**config.mk**
```make
export PLATFORM = sky130hd
export DESIGN_NAME = sys_cmd_ctrl
export DESIGN_NICKNAME = d
export VERILOG_FILES = /design/src/rtl/sys_ctrl_pkg.sv /design/src/rtl/ctrl_tx_seq.sv /design/src/rtl/sys_cmd_ctrl.sv
export SDC_FILE = /design/constraint.sdc
export NUM_CORES = 1
export LEC_CHECK = 0
export CORE_UTILIZATION = 45
export CTS_CLUSTER_DIAMETER = 120
export DETAILED_ROUTE_END_ITERATION = 12
export PLACE_DENSITY = 0.81
export SYNTH_ARGS = -nofsm -noshare
export SYNTH_HDL_FRONTEND = slang
export SYNTH_HIERARCHICAL = 1
export SYNTH_SLANG_ARGS = --single-unit
export TNS_END_PERCENT = 50
```
**constraint.sdc**
```tcl
create_clock -name CLK -period 5.8 [get_ports CLK]
set_input_delay 1.74 -clock CLK [delete_from_list [all_inputs] [get_ports CLK]]
set_output_delay 1.74 -clock CLK [all_outputs]
set_load 0.01 [all_outputs]
```
**src/rtl/sys_ctrl_pkg.sv**
```systemverilog
`default_nettype none
// ============================================================================
// Module   : sys_ctrl_pkg
// Brief    : Shared constants and types for the system command controller:
//            command codes, ALU operand addresses, ALU function codes and
//            the controller FSM state encoding.
// Revision : 1.0 - initial release
// ============================================================================
package sys_ctrl_pkg;

  // Command bytes recognised in IDLE
  localparam logic [7:0] CMD_WR      = 8'hAA;
  localparam logic [7:0] CMD_RD      = 8'hBB;
  localparam logic [7:0] CMD_ALU_OP  = 8'hCC;
  localparam logic [7:0] CMD_ALU_NOP = 8'hDD;

  // Register-file locations holding the ALU operands
  localparam int unsigned ALU_OPA_ADDR = 0;
  localparam int unsigned ALU_OPB_ADDR = 1;

  // ALU function codes
  typedef enum logic [3:0] {
    FUN_ADD    = 4'd0,
    FUN_SUB    = 4'd1,
    FUN_MUL    = 4'd2,
    FUN_DIV    = 4'd3,
    FUN_AND    = 4'd4,
    FUN_OR     = 4'd5,
    FUN_NAND   = 4'd6,
    FUN_NOR    = 4'd7,
    FUN_XOR    = 4'd8,
    FUN_XNOR   = 4'd9,
    FUN_CMP_EQ = 4'd10,
    FUN_CMP_GT = 4'd11,
    FUN_CMP_LT = 4'd12,
    FUN_SHR    = 4'd13,
    FUN_SHL    = 4'd14,
    FUN_NOP    = 4'd15
  } alu_fun_t;

  // Controller FSM states
  typedef enum logic [3:0] {
    ST_IDLE     = 4'd0,
    ST_WR_ADDR  = 4'd1,
    ST_WR_DATA  = 4'd2,
    ST_RD_ADDR  = 4'd3,
    ST_RD_WAIT  = 4'd4,
    ST_ALU_A    = 4'd5,
    ST_ALU_B    = 4'd6,
    ST_ALU_FUN  = 4'd7,
    ST_ALU_WAIT = 4'd8,
    ST_TX_BYTE0 = 4'd9,
    ST_TX_BYTE1 = 4'd10
  } state_t;

endpackage
`default_nettype wire

```
**src/rtl/ctrl_tx_seq.sv**
```systemverilog
`default_nettype none
// ============================================================================
// Module   : ctrl_tx_seq
// Brief    : Response byte sequencer. Captures a one- or two-byte response,
//            emits it low byte first into the TX FIFO while honouring
//            TX_FULL, and reports progress back to the controller FSM.
// Revision : 1.0 - initial release
// ============================================================================
module ctrl_tx_seq
  import sys_ctrl_pkg::*;
#(
  parameter int DATA_WIDTH = 8
) (
  input  logic                    clk,
  input  logic                    rst,
  input  logic                    i_load,
  input  logic [2*DATA_WIDTH-1:0] i_data,
  input  logic                    i_two,
  input  logic                    i_tx_full,
  output logic [DATA_WIDTH-1:0]   o_tx_p_data,
  output logic                    o_tx_d_vld,
  output logic                    o_done,
  output logic                    o_lo_sent
);

  logic [2*DATA_WIDTH-1:0] r_buf;
  logic [1:0]              r_cnt;
  logic [DATA_WIDTH-1:0]   r_tx_p_data;
  logic                    r_tx_d_vld;

  // Load a response and push out one byte per cycle whenever the FIFO has room;
  // a byte offered on the load cycle goes out immediately to keep latency at one.
  always_ff @(posedge clk or posedge rst) begin
    if (rst) begin
      r_buf       <= '0;
      r_cnt       <= 2'd0;
      r_tx_p_data <= '0;
      r_tx_d_vld  <= 1'b0;
    end else begin
      r_tx_d_vld <= 1'b0;
      if (i_load) begin
        if (!i_tx_full) begin
          r_tx_p_data <= i_data[DATA_WIDTH-1:0];
          r_tx_d_vld  <= 1'b1;
          r_buf       <= {{DATA_WIDTH{1'b0}}, i_data[2*DATA_WIDTH-1:DATA_WIDTH]};
          r_cnt       <= i_two ? 2'd1 : 2'd0;
        end else begin
          r_buf <= i_data;
          r_cnt <= i_two ? 2'd2 : 2'd1;
        end
      end else if ((r_cnt != 2'd0) && !i_tx_full) begin
        r_tx_p_data <= r_buf[DATA_WIDTH-1:0];
        r_tx_d_vld  <= 1'b1;
        r_buf       <= {{DATA_WIDTH{1'b0}}, r_buf[2*DATA_WIDTH-1:DATA_WIDTH]};
        r_cnt       <= r_cnt - 2'd1;
      end
    end
  end

  assign o_tx_p_data = r_tx_p_data;
  assign o_tx_d_vld  = r_tx_d_vld;
  assign o_done      = (r_cnt == 2'd0);
  assign o_lo_sent   = (r_cnt != 2'd2);

endmodule
`default_nettype wire

```
**src/rtl/sys_cmd_ctrl.sv**
```systemverilog
`default_nettype none
// ============================================================================
// Module   : sys_cmd_ctrl
// Brief    : Command controller between UART RX/TX, register file and ALU.
//            Decodes write / read / ALU-op / ALU-no-operand commands,
//            sequences RF and ALU accesses, returns results as TX bytes.
// Revision : 1.0 - initial release
// ============================================================================
module sys_cmd_ctrl
  import sys_ctrl_pkg::*;
#(
  parameter int DATA_WIDTH = 8,
  parameter int ADDR_WIDTH = 4,
  parameter int FUN_WIDTH  = 4
) (
  input  logic                    CLK,
  input  logic                    RST,
  input  logic [DATA_WIDTH-1:0]   RX_P_DATA,
  input  logic                    RX_D_VLD,
  output logic                    RF_WR_EN,
  output logic                    RF_RD_EN,
  output logic [ADDR_WIDTH-1:0]   RF_ADDRESS,
  output logic [DATA_WIDTH-1:0]   RF_WR_DATA,
  input  logic [DATA_WIDTH-1:0]   RF_RD_DATA,
  input  logic                    RF_RD_DATA_VLD,
  output logic                    ALU_EN,
  output logic [FUN_WIDTH-1:0]    ALU_FUN,
  output logic                    ALU_CLK_EN,
  input  logic [2*DATA_WIDTH-1:0] ALU_OUT,
  input  logic                    ALU_OUT_VLD,
  output logic [DATA_WIDTH-1:0]   TX_P_DATA,
  output logic                    TX_D_VLD,
  input  logic                    TX_FULL
);

  state_t                  r_state;
  logic                    r_wr_en;
  logic                    r_rd_en;
  logic                    r_alu_en;
  logic                    r_alu_clk_en;
  logic [ADDR_WIDTH-1:0]   r_address;
  logic [DATA_WIDTH-1:0]   r_wr_data;
  logic [FUN_WIDTH-1:0]    r_alu_fun;
  logic                    r_two;

  logic                    w_tx_load;
  logic                    w_tx_two;
  logic [2*DATA_WIDTH-1:0] w_tx_data;
  logic                    w_tx_done;
  logic                    w_tx_lo_sent;

  // A response is captured the cycle its source data is valid in a wait state
  always_comb begin
    w_tx_load = 1'b0;
    w_tx_two  = 1'b0;
    w_tx_data = ALU_OUT;
    if ((r_state == ST_RD_WAIT) && RF_RD_DATA_VLD) begin
      w_tx_load = 1'b1;
      w_tx_data = {{DATA_WIDTH{1'b0}}, RF_RD_DATA};
    end else if ((r_state == ST_ALU_WAIT) && ALU_OUT_VLD) begin
      w_tx_load = 1'b1;
      w_tx_two  = 1'b1;
    end
  end

  // Command decode and access sequencing; strobes default low so each is one cycle
  always_ff @(posedge CLK or posedge RST) begin
    if (RST) begin
      r_state      <= ST_IDLE;
      r_wr_en      <= 1'b0;
      r_rd_en      <= 1'b0;
      r_alu_en     <= 1'b0;
      r_alu_clk_en <= 1'b0;
      r_address    <= '0;
      r_wr_data    <= '0;
      r_alu_fun    <= '0;
      r_two        <= 1'b0;
    end else begin
      r_wr_en  <= 1'b0;
      r_rd_en  <= 1'b0;
      r_alu_en <= 1'b0;
      case (r_state)
        ST_IDLE: begin
          if (RX_D_VLD) begin
            if (RX_P_DATA == DATA_WIDTH'(CMD_WR)) begin
              r_state <= ST_WR_ADDR;
            end else if (RX_P_DATA == DATA_WIDTH'(CMD_RD)) begin
              r_state <= ST_RD_ADDR;
            end else if (RX_P_DATA == DATA_WIDTH'(CMD_ALU_OP)) begin
              r_state <= ST_ALU_A;
            end else if (RX_P_DATA == DATA_WIDTH'(CMD_ALU_NOP)) begin
              r_state      <= ST_ALU_FUN;
              r_alu_clk_en <= 1'b1;
            end
          end
        end
        ST_WR_ADDR: begin
          if (RX_D_VLD) begin
            r_address <= RX_P_DATA[ADDR_WIDTH-1:0];
            r_state   <= ST_WR_DATA;
          end
        end
        ST_WR_DATA: begin
          if (RX_D_VLD) begin
            r_wr_data <= RX_P_DATA;
            r_wr_en   <= 1'b1;
            r_state   <= ST_IDLE;
          end
        end
        ST_RD_ADDR: begin
          if (RX_D_VLD) begin
            r_address <= RX_P_DATA[ADDR_WIDTH-1:0];
            r_rd_en   <= 1'b1;
            r_state   <= ST_RD_WAIT;
          end
        end
        ST_RD_WAIT: begin
          if (RF_RD_DATA_VLD) begin
            r_two   <= 1'b0;
            r_state <= ST_TX_BYTE0;
          end
        end
        ST_ALU_A: begin
          if (RX_D_VLD) begin
            r_address <= ADDR_WIDTH'(ALU_OPA_ADDR);
            r_wr_data <= RX_P_DATA;
            r_wr_en   <= 1'b1;
            r_state   <= ST_ALU_B;
          end
        end
        ST_ALU_B: begin
          if (RX_D_VLD) begin
            r_address    <= ADDR_WIDTH'(ALU_OPB_ADDR);
            r_wr_data    <= RX_P_DATA;
            r_wr_en      <= 1'b1;
            r_alu_clk_en <= 1'b1;
            r_state      <= ST_ALU_FUN;
          end
        end
        ST_ALU_FUN: begin
          if (RX_D_VLD) begin
            r_alu_fun <= RX_P_DATA[FUN_WIDTH-1:0];
            r_alu_en  <= 1'b1;
            r_state   <= ST_ALU_WAIT;
          end
        end
        ST_ALU_WAIT: begin
          if (ALU_OUT_VLD) begin
            r_alu_clk_en <= 1'b0;
            r_two        <= 1'b1;
            r_state      <= ST_TX_BYTE0;
          end
        end
        ST_TX_BYTE0: begin
          if (r_two) begin
            if (w_tx_lo_sent) r_state <= ST_TX_BYTE1;
          end else if (w_tx_done) begin
            r_state <= ST_IDLE;
          end
        end
        ST_TX_BYTE1: begin
          if (w_tx_done) r_state <= ST_IDLE;
        end
        default: r_state <= ST_IDLE;
      endcase
    end
  end

  ctrl_tx_seq #(
    .DATA_WIDTH (DATA_WIDTH)
  ) u_tx_seq (
    .clk         (CLK),
    .rst         (RST),
    .i_load      (w_tx_load),
    .i_data      (w_tx_data),
    .i_two       (w_tx_two),
    .i_tx_full   (TX_FULL),
    .o_tx_p_data (TX_P_DATA),
    .o_tx_d_vld  (TX_D_VLD),
    .o_done      (w_tx_done),
    .o_lo_sent   (w_tx_lo_sent)
  );

  assign RF_WR_EN   = r_wr_en;
  assign RF_RD_EN   = r_rd_en;
  assign RF_ADDRESS = r_address;
  assign RF_WR_DATA = r_wr_data;
  assign ALU_EN     = r_alu_en;
  assign ALU_FUN    = r_alu_fun;
  assign ALU_CLK_EN = r_alu_clk_en;

endmodule
`default_nettype wire

```
==> results of run 1 <==
final timing paths:
kind | startpoint | end | slack, ns | depth (start not counted)
worst max register to register | r_state[2] | u_tx_seq/o_tx_p_data[3] | 2.54 | 8
max in group asynchronous | RST | u_tx_seq/r_buf[13] | 3.15 | 2
min in group asynchronous | RST | RF_WR_DATA[2] | 1.97 | 2
worst min register to register | RF_ADDRESS[0] | RF_ADDRESS[0] | 0.49 | 2
worst min-delay path | RF_ADDRESS[0] | RF_ADDRESS[0] | 0.49 | 2
worst max-delay path | RF_RD_DATA_VLD | u_tx_seq/o_tx_p_data[3] | 1.98 | 7
where the power goes:
part           switching [mW]  internal [mW]  leakage (nW)
logic                   0.372          0.489         0.866
registers               0.132          0.503         0.668
clock network           0.129         0.0883        0.0487
total                   0.634           1.08          1.58
placed cells by master, fill, tap and decap left out, types with 9 or more instances in the layout:
cell             instances
a22o_1                   9
mux2i_1                 24
o21ai_0                 10
inv_1                    9
clkdlybuf4s50_1         66
dfrtp_1                 52
nor2_1                  14
nand2_1                 16
mux2_2                  32
final cells by class:
cell class / instances / area (µm²) / area share [%]
clock buffer: 5 / 68.8 / 1.88
clock inverter: 3 / 26.3 / 0.717
inverter: 9 / 33.8 / 0.922
multi-input combinational: 177 / 1470 / 40.0
sequential: 52 / 1300 / 35.5
tap: 75 / 93.8 / 2.56
timing repair buffer: 68 / 676 / 18.4
cell usage after synthesis, types with 2 or more instances:
cell,n,area [µm²]
a21oi_1,6,30.0
a22o_1,9,78.8
and2_1,8,50.1
buf_2,4,20.0
buf_6,4,45.0
clkbuf_1,4,15.0
dfrtp_1,52,1300
ha_1,3,37.5
inv_1,9,33.8
mux2_2,32,360
mux2_4,8,120
mux2i_1,24,240
nand2_1,16,60.1
nand2b_1,2,12.5
nand3_1,5,25.0
nor2_1,14,52.6
nor2b_1,3,18.8
nor3b_1,2,15.0
nor4_1,2,12.5
nor4bb_1,2,20.0
o21ai_0,10,50.1
o22ai_1,2,12.5
o31ai_1,2,15.0
or3_1,2,12.5
xnor2_1,4,35.0
cells by family after synthesis:
logic type / count (synthesis) / share of synthesized area (%)
simple gates: 68 / 13.8
mux: 64 / 24.8
flops: 52 / 44.8
compound gates: 37 / 9.04
buf+inv: 24 / 4.82
xor+xnor: 5 / 1.51
fa+ha+maj: 3 / 1.29
sequential cells by signal, indices dropped and copies added, names as in the netlist:
name                  count
r_state                   4
ALU_CLK_EN                1
u_tx_seq/r_cnt            2
r_two                     1
RF_WR_DATA                8
u_tx_seq/r_buf           16
RF_WR_EN                  1
u_tx_seq/o_tx_d_vld       1
RF_ADDRESS                4
ALU_EN                    1
ALU_FUN                   4
u_tx_seq/o_tx_p_data      8
RF_RD_EN                  1
worst max-delay path: cells and delay by family:
family	cells	cell delay, ns
buf+inv	2	0.84
simple gates	4	1.04
mux	1	0.37
metal layers:
| layer | share of wire [%] | track usage, % | up-vias |
|---|---|---|---|
| li1 | - | - | 1021 |
| met1 | 44 | 24.5 | 1058 |
| met2 | 50 | 33.1 | 65 |
| met3 | 4.9 | 3.08 | 11 |
| met4 | 1.3 | 5.79 | 0 |
| met5 | 0 | 0 | - |
stage by stage:
stage          cell area [µm²]  power (mW)  std cells  setup WS (ns)
2_1_floorplan             2910        1.23        253           2.55
3_3_place_gp              3570        1.48        381           1.67
3_5_place_dp              3570        1.51        381           1.61
4_1_cts                   3670        1.73        389           1.96
5_1_grt                   3670        1.85        389           1.83
6_report                  3670        1.71        389           1.98
==> run summary, run 1 <==
DP HPWL: 4.43 mm
Crit path largest cell delay: 0.51 ns
final core utilization: 60.5%
Final Cycle Share: 65.9%
max-slew violations: 0
Clock Sinks: 52
Power Dens Cells: 468 nW/µm²
Final TNS setup: 0 ns
Initial Utilization: 48.0%
Total Routed Length: 6.06 mm
Num CTS Buffers: 5
diode count: 0
Via density: 5.54
share of cells above drive strength 1: 18.5%
port bufs: 66
Synth Register Bits: 52
cells after synthesis: 253
RePlAce Congestion: 0.784
Synth Cell Area: 2910 µm²
Std-Cell Rows: 28
root buf cell: clkbuf_8
GR Overflow Total: 0
Fmax achieved: 262 MHz
Die ar.: 6790 µm²
Arr. time, crit path: 4.02 ns
# DRC: 0
number of enable flip-flop cells after synthesis: 0
width of the chip: 82.4 µm
Hold/Removal Path Class: flip-flop to flip-flop
Max stage delay cell, worst path: nand3b_1
RSZ-0062 raised after global routing: no
post-cts gate resize count: 0
DRT Pass-1 Iters: 4
Setup-failing EPs final: 0
fillers: 510
Core Area: 6060 µm²
H-tree depth: 2
final hold slack: 0.492 ns
Synth async-reset ratio: 100%
clock skew: 0.00700 ns
critical path class: input port to flip-flop
Post CTS Setup Buffer Count: 0
Mean Syn Cell Area: 11.5 µm²
Final Net Count: 354
VDD IR max: 0.206 mV
Die H: 82.4 µm
CP required: 6.00 ns
worst rel slew slack: 30.1%
CTS tree: yes
via count: 2155
synth unique cells: 49
GRT Overall Usage: 19.2%
area delta synth->final: 26.1%
startpoint types: input port
initial DRC count: 109
CTS Buffer Depth: 2
largest net degree at the start of global routing: 28
crit-path max FO: 26
Synth Warn #: 6
outcome: completed
Leak: 1.58 nW
Final ANT Viol Nets: 0
Worst-Skew Late Latency: 0.31 ns
hold buffers post-CTS: 0
Max-Cap Viols: 0
clock-pin slew on the worst setup and hold paths: 0.10 ns
first-pass GRT wire length: 9.79 mm
IO Count: 67
critical-path cell list: clkdlybuf4s50_1 > nand3b_1 > nand2_1 > buf_4 > nor2b_4 > nor2_8 > mux2_2
final worst path period need: 3.82 ns
CP endpoint kind: flip-flop
number of global-route vias before repair: 2061
sequential cell area fraction in the yosys report: 44.8%
drt wl/cell: 15.6 µm
ys flop type: dfrtp_1
Syn Nets: 294
Final Hold Vio Count: 0
initial antenna violation count: 0
worst slew pin tran: 1.05 ns
Power figures use the tool's default switching activity.
==> inputs of run 2 (changes only) <==
==> constraint.sdc (replaced) <==
create_clock -name CLK -period 4 [get_ports CLK]
set_input_delay 1.2 -clock CLK [delete_from_list [all_inputs] [get_ports CLK]]
set_output_delay 1.2 -clock CLK [all_outputs]
set_load 0.01 [all_outputs]
==> run summary, run 2 (synthesized netlist as in run 1, its figures left out) <==
Final TNS setup: 0 ns
worst rel slew slack: 38.5%
Fmax achieved: 353 MHz
Place WS: 0.864 ns
width of the chip: 82.4 µm
Leak: 1.60 nW
Via density: 5.39
DP HPWL: 4.45 mm
worst slew pin tran: 0.922 ns
VDD IR max: 0.413 mV
share of cells above drive strength 1: 19.2%
max-slew violations: 0
RSZ-0062 raised after global routing: no
Total Routed Length: 6.15 mm
Placement Cell Area: 3590 µm²
post-route cell area: 3710 µm²
first-pass GRT wire length: 9.78 mm
Die H: 82.4 µm
CTS tree: yes
clock skew: 0.00475 ns
hold buffers post-CTS: 0
port bufs: 66
drt wl/cell: 15.7 µm
CP endpoint kind: flip-flop
fillers: 517
CP required: 4.20 ns
startpoint types: input port
Max-Cap Viols: 0
Arr. time, crit path: 3.03 ns
critical path class: input port to flip-flop
GR Overflow Total: 0
RePlAce Congestion: 0.796
CTS Buffer Depth: 2
number of global-route vias before repair: 2092
via count: 2112
final worst slack: 1.17 ns
Final Net Count: 357
clock-pin slew on the worst setup and hold paths: 0.10 ns
Hold/Removal Path Class: flip-flop to flip-flop
most common cell after layout, fill and taps aside: clkdlybuf4s50_1
GRT Overall Usage: 19.1%
diode count: 0
DRT Pass-1 Iters: 4
Die ar.: 6790 µm²
FF-to-FF setup slack: 1.32 ns
Std-Cell Rows: 28
H-tree depth: 2
area delta synth->final: 27.5%
Top reg by flops: u_tx_seq/r_buf
Post CTS Setup Buffer Count: 0
Initial Utilization: 48.0%
max FFs per register: 16
Num CTS Buffers: 5
IO Count: 67
most frequent cells in the layout: clkdlybuf4s50_1 (66), dfrtp_1 (52), mux2_2 (32), mux2i_1 (24), nand2_1 (16)
Core Area: 6060 µm²
root buf cell: clkbuf_8
Final Cycle Share: 70.8%
Worst-Skew Late Latency: 0.30 ns
# DRC: 0
Power Dens Cells: 686 nW/µm²
crit-path max FO: 5
Setup-failing EPs final: 0
post-cts gate resize count: 0
Final ANT Viol Nets: 0
initial DRC count: 45
final total power: 2.54 mW
largest net degree at the start of global routing: 28
outcome: completed
Clock Sinks: 52
Final Hold Vio Count: 0
final worst path period need: 2.83 ns
initial antenna violation count: 0
==> run 2: cell count changes in the layout (fill, tap and decap cells not counted) <==
cell	delta
buf_4	+3
bufinv_16	+1
clkinv_4	-2
clkinvlp_4	+1
==> run 2: where the power goes <==
group	switching [mW]	total, mW	internal [mW]
clock network	0.181	0.369	0.189
registers	0.191	0.922	0.730
logic	0.541	1.25	0.712
==> run 2: routing by layer <==
metal	GRT usage, %	vias up	share of wire [%]
li1	-	1031	-
met1	23.7	1015	45
met2	34.0	62	50
met3	3.85	4	4.2
met4	4.56	0	0.58
met5	0	-	0
==> run 2: final timing paths <==
kind	to	from	cells after the start
max	r_state[1]	RX_P_DATA[2]	6
max in group asynchronous	RF_ADDRESS[1]	RST	2
min reg2reg	RF_ADDRESS[2]	RF_ADDRESS[2]	2
min in group asynchronous	u_tx_seq/o_tx_p_data[0]	RST	3
min	RF_ADDRESS[2]	RF_ADDRESS[2]	2
max reg2reg	u_tx_seq/o_tx_p_data[2]	r_state[2]	8
==> run 2: critical path: stages <==
cell	delay, ns
clkdlybuf4s50_1	0.56
nor4bb_1	0.42
nor2_1	0.12
o21ai_0	0.33
nand2_4	0.10
mux2_4	0.30
==> run 2: stage by stage <==
stage	util, %	instances	hold WS, ns
after detailed placement	59.3	384	0.472
final	61.2	392	0.485
after CTS	61.2	392	0.495
after global routing	61.2	392	0.520
after global placement	59.3	384	0.469
after floorplan	-	253	0.466
==> run 2: final cells by class <==
class                   count  area, µm²  area share [%]
multi-input cells         177       1470            39.5
flip-flops and latches     52       1300            35.1
repair buffers             71        698            18.8
well taps                  75       93.8            2.53
clock buffers               5       68.8            1.86
clock inverters             3       46.3            1.25
inverters                   9       33.8           0.911
